## config.mk

```make
export PLATFORM = sky130hd
export DESIGN_NAME = fpu_serial_io
export DESIGN_NICKNAME = d
export VERILOG_FILES = /design/src/rtl/fpu_serial_io.sv
export SDC_FILE = /design/constraint.sdc
export NUM_CORES = 1
export LEC_CHECK = 0
export ABC_CLOCK_PERIOD_IN_PS = 3500
export BUFFER_PORTS_ARGS = -buffer_cell sky130_fd_sc_hd__buf_4
export CAP_MARGIN = 20
export CORE_MARGIN = 4
export CORE_UTILIZATION = 53
export DETAILED_ROUTE_END_ITERATION = 16
export HOLD_SLACK_MARGIN = 0.08
export PLACE_DENSITY_LB_ADDON = 0.05
export SETUP_SLACK_MARGIN = 0.2
export SLEW_MARGIN = 15
export SYNTH_ARGS = -nofsm -noshare
export SYNTH_HDL_FRONTEND = slang
export SYNTH_SLANG_ARGS = --single-unit
```

## constraint.sdc

```tcl
create_clock -name clock -period 3.5 [get_ports clock]
set_input_delay 0.175 -clock clock [delete_from_list [all_inputs] [get_ports clock]]
set_output_delay 0.175 -clock clock [all_outputs]
set_load 0.1 [all_outputs]
```

## src/rtl/fpu_serial_io.sv

```systemverilog
// fpu_serial_io: handshaked serial front end for the half-precision add/mul
// datapath. Operands arrive LSB-first in IN_W-bit beats, the selected unit
// result is captured after a one-cycle settle, and the result leaves in
// OUT_W-bit beats under ready/valid backpressure.
module fpu_serial_io #(
    parameter int DATA_W = 16,
    parameter int IN_W   = 4,
    parameter int OUT_W  = 8
) (
    input  logic              clock,
    input  logic              reset_n,
    input  logic              in_valid,
    output logic              in_ready,
    input  logic [IN_W-1:0]   in_a,
    input  logic [IN_W-1:0]   in_b,
    input  logic              op_sel,
    output logic [DATA_W-1:0] opa,
    output logic [DATA_W-1:0] opb,
    input  logic [DATA_W-1:0] add_res,
    input  logic              add_vld,
    input  logic [DATA_W-1:0] mul_res,
    input  logic              mul_vld,
    output logic              out_valid,
    input  logic              out_ready,
    output logic [OUT_W-1:0]  out_data,
    output logic              out_last,
    output logic              out_flag,
    output logic              busy
);

    localparam int N_IN   = DATA_W / IN_W;
    localparam int N_OUT  = DATA_W / OUT_W;
    // Counters keep at least one bit so single-beat splits still elaborate.
    localparam int IN_CW  = (N_IN  > 1) ? $clog2(N_IN)  : 1;
    localparam int OUT_CW = (N_OUT > 1) ? $clog2(N_OUT) : 1;

    localparam logic [1:0] ST_LOAD = 2'd0;
    localparam logic [1:0] ST_CALC = 2'd1;
    localparam logic [1:0] ST_SEND = 2'd2;

    logic [1:0]        state_q,   state_d;
    logic [IN_CW-1:0]  in_cnt_q,  in_cnt_d;
    logic [OUT_CW-1:0] out_cnt_q, out_cnt_d;
    logic              sel_q,     sel_d;
    logic [DATA_W-1:0] opa_q,     opa_d;
    logic [DATA_W-1:0] opb_q,     opb_d;
    logic [DATA_W-1:0] res_q,     res_d;
    logic              flag_q,    flag_d;

    // Next-state logic: beat collection, result capture and beat emission.
    always_comb begin
        state_d   = state_q;
        in_cnt_d  = in_cnt_q;
        out_cnt_d = out_cnt_q;
        sel_d     = sel_q;
        opa_d     = opa_q;
        opb_d     = opb_q;
        res_d     = res_q;
        flag_d    = flag_q;
        case (state_q)
            ST_LOAD: begin
                if (in_valid) begin
                    // Only the slice addressed by in_cnt changes; the rest
                    // keeps the previous transaction until overwritten.
                    for (int i = 0; i < N_IN; i++) begin
                        opa_d[i*IN_W +: IN_W] = (in_cnt_q == IN_CW'(i)) ? in_a : opa_q[i*IN_W +: IN_W];
                        opb_d[i*IN_W +: IN_W] = (in_cnt_q == IN_CW'(i)) ? in_b : opb_q[i*IN_W +: IN_W];
                    end
                    sel_d = (in_cnt_q == {IN_CW{1'b0}}) ? op_sel : sel_q;
                    if (in_cnt_q == IN_CW'(N_IN - 1)) begin
                        in_cnt_d = {IN_CW{1'b0}};
                        state_d  = ST_CALC;
                    end else begin
                        in_cnt_d = in_cnt_q + IN_CW'(1);
                    end
                end else begin
                    in_cnt_d = in_cnt_q;
                end
            end
            ST_CALC: begin
                // Units have had a full cycle on stable operands.
                res_d     = sel_q ? add_res : mul_res;
                flag_d    = sel_q ? add_vld : mul_vld;
                out_cnt_d = {OUT_CW{1'b0}};
                state_d   = ST_SEND;
            end
            ST_SEND: begin
                if (out_ready) begin
                    if (out_cnt_q == OUT_CW'(N_OUT - 1)) begin
                        out_cnt_d = {OUT_CW{1'b0}};
                        state_d   = ST_LOAD;
                    end else begin
                        out_cnt_d = out_cnt_q + OUT_CW'(1);
                    end
                end else begin
                    out_cnt_d = out_cnt_q;
                end
            end
            default: begin
                // Unreachable encoding: recover to an idle, empty load.
                state_d   = ST_LOAD;
                in_cnt_d  = {IN_CW{1'b0}};
                out_cnt_d = {OUT_CW{1'b0}};
            end
        endcase
    end

    // State registers with asynchronous clear to the idle LOAD state.
    always_ff @(posedge clock or negedge reset_n) begin
        if (!reset_n) begin
            state_q   <= ST_LOAD;
            in_cnt_q  <= {IN_CW{1'b0}};
            out_cnt_q <= {OUT_CW{1'b0}};
            sel_q     <= 1'b0;
            opa_q     <= {DATA_W{1'b0}};
            opb_q     <= {DATA_W{1'b0}};
            res_q     <= {DATA_W{1'b0}};
            flag_q    <= 1'b0;
        end else begin
            state_q   <= state_d;
            in_cnt_q  <= in_cnt_d;
            out_cnt_q <= out_cnt_d;
            sel_q     <= sel_d;
            opa_q     <= opa_d;
            opb_q     <= opb_d;
            res_q     <= res_d;
            flag_q    <= flag_d;
        end
    end

    // Output slice select, driven only from registered state.
    always_comb begin
        out_data = {OUT_W{1'b0}};
        for (int j = 0; j < N_OUT; j++) begin
            out_data = (out_cnt_q == OUT_CW'(j)) ? res_q[j*OUT_W +: OUT_W] : out_data;
        end
    end

    assign in_ready  = (state_q == ST_LOAD);
    assign out_valid = (state_q == ST_SEND);
    assign out_last  = (state_q == ST_SEND) && (out_cnt_q == OUT_CW'(N_OUT - 1));
    assign out_flag  = flag_q;
    assign opa       = opa_q;
    assign opb       = opb_q;
    assign busy      = (state_q != ST_LOAD) || (in_cnt_q != {IN_CW{1'b0}});

endmodule

```

==> run metrics <==
delay-heaviest family, CP=flip-flops; Avg Inst Size Synth=about 13 µm²; period utilization=0.496; Setup CP Type=reg -> out; CP Buf/Inv Count=1; vias per cell=5.25; Die X-Extent=between 70 and 80 µm; hold path cells=2; Total GRT Usage=0.184; CTS Buf Count=5; WHS Endpoint=sel_q; antenna violations before repair=0; fmax=~580 MHz; # rows=24; io pins=92; layout cells sized above 1=0.521; antenna cells=0; reg2reg setup slack=1.84 ns; FF-to-FF Start=state_q[0]; Clock Skew=just over 0.008 ns; Fillers=between 300 and 400; Max-slew headroom=0.359; RSZ-0062 raised after global routing=false; hold_ws=roughly 0.098 ns; core area=4470 µm²; via count=around 1800; CTS Buffer Depth=2; total global routing overflow=0; Skew-Pair Late Insertion Delay=0.31 ns; pre-CTS setup slack=between 1.5 and 2 ns; Die Ht=between 70 and 80 µm; CTS tree=done; DRC Markers=0; Critical-path top delay cell=dfrtp_1; worst endpoint required time=3.32 ns; DR pass1 iterations=6; global-route wire length before repair=just under 9 mm; max incr delay on CP=0.62 ns; Final ANT Viol Nets=0; Crit Path Max Fanout=12; Clock transition at path regs=roughly 0.1 ns; Seq/Total Area, Yosys=0.549; post_cts resized=0; FF+latch count, synth=55; Post-Route WL=~5.3 mm; Hold Startpoint=op_sel; Setup crit start kind=register; routability congestion estimate=roughly 0.74; P&R area growth vs syn=33.7%; min-delay worst type=in -> reg; nets=340; post-synthesis cell area=~2500 µm²; setup violators final=0; outcome=finished, final reports clean; CP cell instances=mux2_2 -> buf_4; largest net degree at the start of global routing=56; Starting Density=0.560; syn_nets=249; clock root buffer=clkbuf_8; DP HPWL=about 3.9 mm; crit end category=output pin; Slew Limit Fails=0; vias in the first global route=1862; Final Hold Fails=0; H-tree depth=2; WP data arrival=about 1.6 ns; final worst path period need=roughly 1.7 ns; Worst Reg-to-Reg Cells=4; initial drt markers=between 50 and 60; die area=a little under 6000 µm²; Worst Tran Pin Value=0.962 ns; I/O Buffers=between 90 and 100; clock sinks=55; Unique masters post-synth=21; Final WS setup=around 1.8 ns; Fin Setup TNS=0 ns; MaxCap Viol Count=0; synth warn=0; Post-Syn Instances=around 190; WL per Instance=between 15 and 20 µm; worst r2r dst=opb[0]
==> registers in the layout, summed over array words and instances (netlist names) <==
name / cells
opa: 16
sel_q: 1
state_q: 2
out_flag: 1
out_cnt_q: 1
in_cnt_q: 2
opb: 16
res_q: 16
==> cell usage after synthesis (all sizes together) <==
cell type  number  area (µm²)
dfrtp          55        1380
mux2           43         484
a21oi          18        90.1
mux2i          18         180
nor2           17        63.8
ha             10         125
buf             6        41.3
inv             5        18.8
nand2           5        18.8
nand3           4        40.0
clkbuf          3        11.3
o21ai           2        10.0
a22o            1        10.0
a22oi           1        7.51
and2            1        6.26
nor2b           1        6.26
o31ai           1        7.51
or4b            1        10.0
==> routing by layer <==
metal | global-route usage | part of all wire
met5 | 0 | 0
met2 | 0.310 | 0.48
met3 | 0.0585 | 0.074
met1 | 0.220 | 0.42
met4 | 0.0688 | 0.022
==> how the worst max path moves through the flow <==
| stage | from | slack, ns | to | depth (start not counted) |
|---|---|---|---|---|
| 2_1_floorplan | state_q[0] | 1.06 | busy | 3 |
| 3_3_place_gp | state_q[1] | 1.83 | out_flag | 4 |
| 3_5_place_dp | state_q[1] | 1.72 | out_flag | 4 |
| 4_1_cts | state_q[1] | 1.71 | out_flag | 4 |
| 5_1_grt | state_q[0] | 1.70 | opa[1] | 4 |
| 6_report | out_cnt_q | 1.76 | out_data[2] | 2 |
==> metrics by stage <==
stage	instance area, µm²	utilization	instances
3_5_place_dp	3200	0.716	326
4_1_cts	3330	0.743	335
2_1_floorplan	2510	-	192
6_report	3350	0.749	336
5_1_grt	3350	0.749	336
3_3_place_gp	3200	0.716	326
==> cell usage in the layout, fill, tap and decap left out <==
master	netlist	routed
nand2_1	5	5
bufinv_16	0	1
dlygate4sd3_1	0	1
buf_4	2	91
mux2i_1	18	18
a21oi_1	18	18
ha_1	10	10
nor2b_1	1	1
clkinv_2	0	1
or4b_1	1	1
clkbuf_8	0	5
mux2_2	43	43
a22oi_1	1	1
nor2_1	17	17
buf_16	0	1
o31ai_1	1	1
clkinv_4	0	1
and2_1	1	1
inv_1	5	5
o21ai_1	1	1
nand3_2	4	4
o21ai_0	1	1
a22o_2	1	1
dfrtp_1	55	55
==> kinds of logic after synthesis <==
logic type | count (synthesis) | share of synthesized area
flops | 55 | 0.549
mux | 61 | 0.265
compound gates | 23 | 0.0499
simple gates | 29 | 0.0579
fa+ha+maj | 10 | 0.0499
buf+inv | 14 | 0.0284
==> area by class of cell <==
type	count	area (µm²)	area share
inverters	5	18.8	0.00560
flip-flops and latches	55	1380	0.410
well taps	52	65.1	0.0194
clock buffers	5	68.8	0.0205
multi-input cells	123	1060	0.316
repair buffers	93	721	0.215
clock inverters	3	43.8	0.0131
==> worst reg2reg max path, cell delays in order, from the launching register on <==
cell     delay, ns
dfrtp_1       0.43
inv_1         0.15
ha_1          0.31
nand3_2       0.31
mux2_2        0.36
==> what timing repair did <==
action | 4_1_cts | 5_1_grt
hold endpoints to repair | 55 | 0
buffers inserted | 0 | 0
hold buffers | 1 | 0
Power is not shown: default switching activity piles up to over one toggle a cycle in this logic, so the estimate is an artifact.
